==> src/rtl/multicycle_ctrl_pkg.sv <==
// Shared types for the multi-cycle controller: FSM states and opcode class encodings.
package ctrl_pkg;

    typedef enum logic [3:0] {
        FETCH,
        DECODE,
        EXEC_R,
        WB_R,
        EXEC_LD,
        MEM_LD,
        WB_LD,
        EXEC_ST,
        MEM_ST,
        EXEC_BR,
        TRAP
    } state_e;

    typedef enum logic [1:0] {
        CLS_R,
        CLS_LD,
        CLS_ST,
        CLS_BR
    } opclass_e;

    localparam logic [2:0] OPC_R  = 3'b000;
    localparam logic [2:0] OPC_LD = 3'b011;
    localparam logic [2:0] OPC_ST = 3'b010;
    localparam logic [2:0] OPC_BR = 3'b100;

endpackage

==> src/rtl/multicycle_ctrl_opclass_decode.sv <==
// Combinational opcode-class decoder, kept separate so a pipelined controller can reuse it.
module opclass_decode
    import ctrl_pkg::*;
(
    input  logic [2:0] i_class,
    output opclass_e   o_class,
    output logic       o_illegal
);

    always_comb begin
        o_class   = CLS_R;
        o_illegal = 1'b0;
        case (i_class)
            OPC_R:   o_class = CLS_R;
            OPC_LD:  o_class = CLS_LD;
            OPC_ST:  o_class = CLS_ST;
            OPC_BR:  o_class = CLS_BR;
            default: o_illegal = 1'b1;
        endcase
    end

endmodule

==> src/rtl/multicycle_ctrl.sv <==
// Multi-cycle sequencer: fetch over a req/ack memory port, then execute/memory/writeback.
// Optional retired-instruction counter enabled by defining MULTICYCLE_CTRL_RETIRE_CNT_EN.
module multicycle_ctrl
    import ctrl_pkg::*;
#(
    parameter int CNT_W = 32,
    parameter int OP_W  = 7
) (
    input  logic             clk,
    input  logic             rst_n,
    input  logic [OP_W-1:0]  op,
    input  logic             zero,
    input  logic             mem_ack,
    output logic             mem_req,
    output logic             mem_we,
    output logic             addr_src,
    output logic             ir_we,
    output logic             pc_we,
    output logic             pc_src,
    output logic             reg_we,
    output logic [2:0]       alu_control,
    output logic             alu_src,
    output logic             result_src,
    output logic             sx_ch,
    output logic             trap,
    output logic [CNT_W-1:0] instr_retired
);

    state_e          r_state;
    state_e          w_next;
    logic [OP_W-1:0] r_op_q;
    opclass_e        w_class;
    logic            w_illegal;
    logic            w_retire;
    logic            w_unused_op;

    opclass_decode u_opclass_decode (
        .i_class   (op[OP_W-1:OP_W-3]),
        .o_class   (w_class),
        .o_illegal (w_illegal)
    );

    assign w_unused_op = &{1'b0, r_op_q[OP_W-1:3], op[3]};

    always_ff @(posedge clk or negedge rst_n) begin
        if (!rst_n) begin
            r_state <= FETCH;
            r_op_q  <= '0;
        end else begin
            r_state <= w_next;
            if (r_state == DECODE) begin
                r_op_q <= op;
            end
        end
    end

    always_comb begin
        w_next = r_state;
        case (r_state)
            FETCH:   if (mem_ack) w_next = DECODE;
            DECODE: begin
                if (w_illegal) begin
                    w_next = TRAP;
                end else begin
                    case (w_class)
                        CLS_R:   w_next = EXEC_R;
                        CLS_LD:  w_next = EXEC_LD;
                        CLS_ST:  w_next = EXEC_ST;
                        default: w_next = EXEC_BR;
                    endcase
                end
            end
            EXEC_R:  w_next = WB_R;
            WB_R:    w_next = FETCH;
            EXEC_LD: w_next = MEM_LD;
            MEM_LD:  if (mem_ack) w_next = WB_LD;
            WB_LD:   w_next = FETCH;
            EXEC_ST: w_next = MEM_ST;
            MEM_ST:  if (mem_ack) w_next = FETCH;
            EXEC_BR: w_next = FETCH;
            TRAP:    w_next = TRAP;
            default: w_next = FETCH;
        endcase
    end

    // Outputs are forced low while rst_n is asserted so an abandoned access drops at once.
    always_comb begin
        mem_req     = 1'b0;
        mem_we      = 1'b0;
        addr_src    = 1'b0;
        ir_we       = 1'b0;
        pc_we       = 1'b0;
        pc_src      = 1'b0;
        reg_we      = 1'b0;
        alu_control = 3'b000;
        alu_src     = 1'b0;
        result_src  = 1'b0;
        sx_ch       = 1'b0;
        trap        = 1'b0;
        if (rst_n) begin
            case (r_state)
                FETCH: begin
                    mem_req = 1'b1;
                    ir_we   = mem_ack;
                    pc_we   = mem_ack;
                end
                EXEC_R: begin
                    alu_control = r_op_q[2:0];
                end
                WB_R: begin
                    reg_we = 1'b1;
                end
                EXEC_LD: begin
                    alu_control = r_op_q[2:0];
                    alu_src     = 1'b1;
                end
                MEM_LD: begin
                    mem_req  = 1'b1;
                    addr_src = 1'b1;
                end
                WB_LD: begin
                    reg_we     = 1'b1;
                    result_src = 1'b1;
                end
                EXEC_ST: begin
                    alu_control = r_op_q[2:0];
                    alu_src     = 1'b1;
                    sx_ch       = 1'b1;
                end
                MEM_ST: begin
                    mem_req  = 1'b1;
                    addr_src = 1'b1;
                    mem_we   = 1'b1;
                    sx_ch    = 1'b1;
                end
                EXEC_BR: begin
                    alu_control = r_op_q[2:0];
                    sx_ch       = 1'b1;
                    pc_src      = zero;
                    pc_we       = zero;
                end
                TRAP: begin
                    trap = 1'b1;
                end
                default: begin
                end
            endcase
        end
    end

    assign w_retire = (r_state == WB_R) || (r_state == WB_LD) || (r_state == EXEC_BR) ||
                      ((r_state == MEM_ST) && mem_ack);

`ifdef MULTICYCLE_CTRL_RETIRE_CNT_EN
    logic [CNT_W-1:0] r_retired;

    always_ff @(posedge clk or negedge rst_n) begin
        if (!rst_n) begin
            r_retired <= '0;
        end else if (w_retire) begin
            r_retired <= r_retired + 1'b1;
        end
    end

    assign instr_retired = r_retired;
`else
    logic w_unused_retire;
    assign w_unused_retire = w_retire;
    assign instr_retired   = '0;
`endif

endmodule

==> config.mk <==
export PLATFORM = sky130hd
export DESIGN_NAME = multicycle_ctrl
export DESIGN_NICKNAME = d
export VERILOG_FILES = /design/src/rtl/multicycle_ctrl_pkg.sv /design/src/rtl/multicycle_ctrl_opclass_decode.sv /design/src/rtl/multicycle_ctrl.sv
export SDC_FILE = /design/constraint.sdc
export NUM_CORES = 1
export LEC_CHECK = 0
export ABC_AREA = 1
export BUFFER_PORTS_ARGS = -buffer_cell sky130_fd_sc_hd__buf_2
export CAP_MARGIN = 20
export CORE_MARGIN = 2
export CORE_UTILIZATION = 45
export CTS_CLUSTER_SIZE = 12
export DETAILED_ROUTE_END_ITERATION = 6
export PLACE_DENSITY = 0.85
export RECOVER_POWER = 100
export SYNTH_ARGS = -nofsm -noshare
export SYNTH_HDL_FRONTEND = slang
export SYNTH_HIERARCHICAL = 1
export SYNTH_SLANG_ARGS = --single-unit
==> constraint.sdc <==
create_clock -name clk -period 3.4 [get_ports clk]
set_input_delay 0.68 -clock clk [delete_from_list [all_inputs] [get_ports clk]]
set_output_delay 0.68 -clock clk [all_outputs]
set_load 0.01 [all_outputs]
After elaboration in Yosys (flattened, before gate mapping)
Cells that the tools add are included.
Widths: inputs -> output; s select.
- RAM bits: 0
- memories: 0
- bits in latches: 0
- bits in registers: 7
- memory bits (read-only): 0
- output and inout port bits: 46
- bitwise gates (word level): 0
- div/mod/pow operators: 0
- multiply operators: 0
- eq/ne operators: 18
- muxes and demuxes: 31
- magnitude comparators: 0
- shift-type cells: 0
- reductions and logical operators: 11
- add/sub/neg operators: 0
- operators by type and width (operator ; number):
    $pmux 4 s8 ; 1
    $mux 1 ; 21
    $eq 4x3->1 const B ; 4
    $mux 4 ; 4
    $eq 4x4->1 const B ; 3
    $pmux 4 s3 ; 1
    $eq 4x2->1 const B ; 2
    $reduce_or 4->1 ; 2
    $eq 3x2->1 const B ; 2
    $mux 3 ; 2
    $ne 2x2->1 const B ; 3
    $pmux 2 s3 ; 1
    $reduce_or 2->1 ; 3
    $reduce_or 3->1 ; 2
    $eq 4x1->1 const B ; 1
    $logic_not 4->1 ; 1
    $eq 3x3->1 const B ; 1
    $logic_not 3->1 ; 1
    $reduce_and 3->1 ; 1
    $eq 2x1->1 const B ; 1
    $eq 2x2->1 const B ; 1
    $logic_not 2->1 ; 1
    $pmux 1 s2 ; 1

Depth between registers and ports, before layout
- depth in word-level cells: 6
- depth in mapped cells: 10
- gate-level depth less buffers: 10

Modules after synthesis
Netlist, hierarchy kept.
- by module, submodules not included (module ; instances ; area an instance (um^2) ; sequential area each (um^2) ; cells each):
    multicycle_ctrl ; 1 ; 817.0 ; 175.2 ; 122
    opclass_decode ; 1 ; 58.8 ; 0.0 ; 13

Worst setup path before layout
OpenSTA, ideal clock, no wires.
- path kind: input port to output port
- from: in rst_n
- to: out mem_req
- buffers on the path: 0
- stages: 2
- slack: 1.622 ns
- data required time: 2.720 ns
- data arrival time: 1.098 ns
- cells stage by stage: clkinv_1 > a31oi_1
- word-level cells in the longest chain between the ends: 1
- RTL lines (what ; RTL line ; text):
    from (decl) ; multicycle_ctrl.sv:10 ; input logic rst_n,
    $mux 1 ; multicycle_ctrl.sv:100 ; if (rst_n) begin
    to (decl) ; multicycle_ctrl.sv:14 ; output logic mem_req,
Every way passes these cells.

Worst setup path after layout
Same ends and word-level chain as after synthesis.

==> out/qor.txt <==
STA
-----------------------------------------------------------------------------------------
Final Cycle Share                                                                  76.53%
Final setup violation count                                                             0
Tightest slew margin relative to the limit                                         60.67%
Max-slew violations                                                                     0
Time the worst path needs with I/O delays and setup                              2.602 ns
Final Skew                                                                   0.0004150 ns
Achievable clock frequency                                                      384.3 MHz
Worst-Margin Slew                                                               0.5899 ns
RSZ-0062 raised after global routing                                                false
Final hold violations                                                                   0
Setup TNS                                                                            0 ns

SYNTHESIS
-----------------------------------------------------------------------------------------
Synth Warn #                                                                            6
Synth top area share                                                               27.43%
Sequential cell area fraction in the yosys report                                  20.00%
Synth cell types                                                                       22
Library cell with the largest summed area after synthesis                           buf_4
Netlist Area Pre-Place                                                        875.8 sq um
Most area-consuming cells after synthesis                                    buf_4 27%, dfrtp_1 20%, nand2_1 16%
Number of storage elements in the synthesis netlist                                     7
Average instance area after synthesis                                         6.488 sq um
Gate count after technology mapping                                                   135
Number of flops mapped to enable cells by yosys                                         0
Most used flip-flop cell after synthesis                                          dfrtp_1
Proportion of register bits with asynchronous set or reset after synthesis         100.0%
Leading post-synthesis cells by instance count                               38 x nand2_1, 32 x buf_4, 11 x inv_1
Library cell with the highest instance count after synthesis                      nand2_1

FLOORPLAN
-----------------------------------------------------------------------------------------
Cell Rows                                                                              15
Number of I/O pins                                                                     57
Die W                                                                            48.12 um
Starting Density                                                                   49.12%
Die area                                                                       2315 sq um
Die height                                                                       48.12 um
Core region area                                                               1783 sq um

PWR
-----------------------------------------------------------------------------------------
Total power of the final layout                                                  593.1 uW
P_leak                                                                          0.5361 nW
Pwr per Cell Area                                                            658.4 nW/um^2
Max IR drop VDD                                                                 0.2898 mV

FINAL LAYOUT
-----------------------------------------------------------------------------------------
Synth-to-Final Area Change                                                         2.857%
Fraction of final layout cells sized beyond drive strength 1                       16.15%
Inserted Diodes                                                                         0
Final nets                                                                            175

DETAILED ROUTING
-----------------------------------------------------------------------------------------
Detail Route met3 WL                                                               159 um
Post-route met1 wirelength                                                         708 um
Total number of vias                                                                  828
Total wirelength of the detailed-routed design                                    1676 um
Post-detailed-route via-to-cell ratio                                               4.452
Antenna Violating Nets Remaining                                                        0
Drt first-iter violations                                                              19
Highest Signal Layer                                                                 met3
DRC viols                                                                               0
Average routed wire per standard cell                                            9.011 um
Routed wl met2                                                                     807 um
Number of iterations in the first detailed-routing pass                                 4

CLOCKING
-----------------------------------------------------------------------------------------
Clock tree from TritonCTS                                                            done
Clock insertion delay at the later pin of the skew report                         0.25 ns
Clock root buffer                                                                clkbuf_4
Post-CTS Setup Bufs                                                                     0
Hold_buf cts                                                                            0
Number of clock sinks                                                                   7
Clock-pin slew of the registers on the worst-case setup and hold paths            0.05 ns
CTS H-Tree Depth                                                                        1
Resize count post-CTS                                                                   0
Clock buffers created by TritonCTS                                                      3
Clock buffer depth                                                                      2

GLOBAL ROUTE
-----------------------------------------------------------------------------------------
Residual overflow from global routing                                                   0
Number of global-route vias before repair                                             659
Global-route wire length before repair                                            2580 um
Initial antenna violation count                                                         0
Maximum number of pins on one net before global-route repair                           12
Overall track demand over capacity in global routing                               15.73%

SETUP PATH
-----------------------------------------------------------------------------------------
Critical setup path kind                                                           in2out
Element type at the critical path start                                         input pin
FF-to-FF Start                                                                 r_state[1]
Slowest stage delay, CP                                                           0.44 ns
CP cell instances                                                            clkbuf_1 > clkinv_1 > a31oi_1 > clkbuf_1
Required arrival time at the worst endpoint                                       2.72 ns
Nature of the critical path endpoint                                          output port
Count of buffer and inverter cells on the critical path                                 3
Cell repeated most along the worst path                                          clkbuf_1
Crit Path Max Fanout                                                                   11
Worst Path Arrival                                                                1.92 ns
Slowest cell on crit path                                                        clkbuf_1
Top Family by Delay on Critical Path                                         buffers and inverters
Origin of the worst setup path                                                      rst_n

PLACEMENT
-----------------------------------------------------------------------------------------
Global placement routability congestion                                            0.7865
IO Port Bufs                                                                           23
Hpwl dp                                                                           1379 um

MIN PATH
-----------------------------------------------------------------------------------------
Hold/Removal Path Class                                                          in2async

OUTCOME
-----------------------------------------------------------------------------------------
Result of the run                                                            complete, no violations

FLOW RUN
-----------------------------------------------------------------------------------------
Max_cap viols                                                                           0

## kinds of logic after synthesis
logic type | synth area share, %
DFF | 20.00
and+or+nand+nor | 32.29
AOI/OAI and AO/OA | 10.57
other | 0.4282
adders and majority gates | 2.857
buffers and inverters | 33.86
## final timing paths
kind                            cells past startpoint  slack [ns]    endpoint
worst max-delay path                                4        0.80     mem_req
worst min-delay path                                1        0.41   r_op_q[0]
worst max register to register                      5        2.03  r_state[3]
worst min register to register                      2        0.47   r_op_q[1]
max in group asynchronous                           1        2.61  r_state[3]
min in group clk                                    2        0.47   r_op_q[1]
## metrics by stage
step / setup slack (ns) / instances / hold slack [ns] / utilization [%] / cell area, sq um
after floorplan: 1.622 / 166 / 0.3844 / - / 992.2
after global placement: 1.207 / 182 / 0.4587 / 50.39 / 898.4
after detailed placement: 1.170 / 182 / 0.4647 / 50.39 / 898.4
after CTS: 1.162 / 186 / 0.2912 / 51.86 / 924.6
after global routing: 0.6659 / 186 / 0.4232 / 50.53 / 900.9
final: 0.7980 / 186 / 0.4063 / 50.53 / 900.9
## power breakdown
part	total (mW)	switching (mW)	leakage [nW]	internal (mW)
clock	0.0742	0.0295	0.0150	0.0447
sequential	0.166	0.0423	0.0887	0.123
combinational	0.353	0.241	0.432	0.113
## routing by layer
layer  vias to the layer above  GRT usage [%]
met2                        52          27.47
met4                         0          6.486
met3                         0          2.222
li1                        406              -
met5                         -              0
met1                       370          19.32
## state kept, by name, summed over array words and instances, names as in the netlist
name and cells:
r_op_q 3, r_state 4
## layout make-up
type	instances	area (sq um)
clock buffers	4	26.28
fillers	197	882.1
inverters	15	56.30
multi-input cells	112	511.7
flip-flops and latches	7	175.2
well taps	25	31.28
repair buffers	23	100.1
## cell usage in the layout, fill, tap and decap left out
cell type	n
nor2_1	9
dfrtp_1	7
a21boi_0	3
o22ai_1	1
clkbuf_4	3
clkinv_1	1
a31oi_1	2
nand2_1	39
inv_1	11
and3_1	1
a21oi_1	5
o21ai_0	3
nor2_2	3
nand3_1	5
ha_1	2
buf_2	11
o211ai_1	1
nor2_4	2
clkbuf_1	13
conb_1	32
nand2_2	4
inv_2	3
No activity file was read; power rests on OpenSTA's default activity.
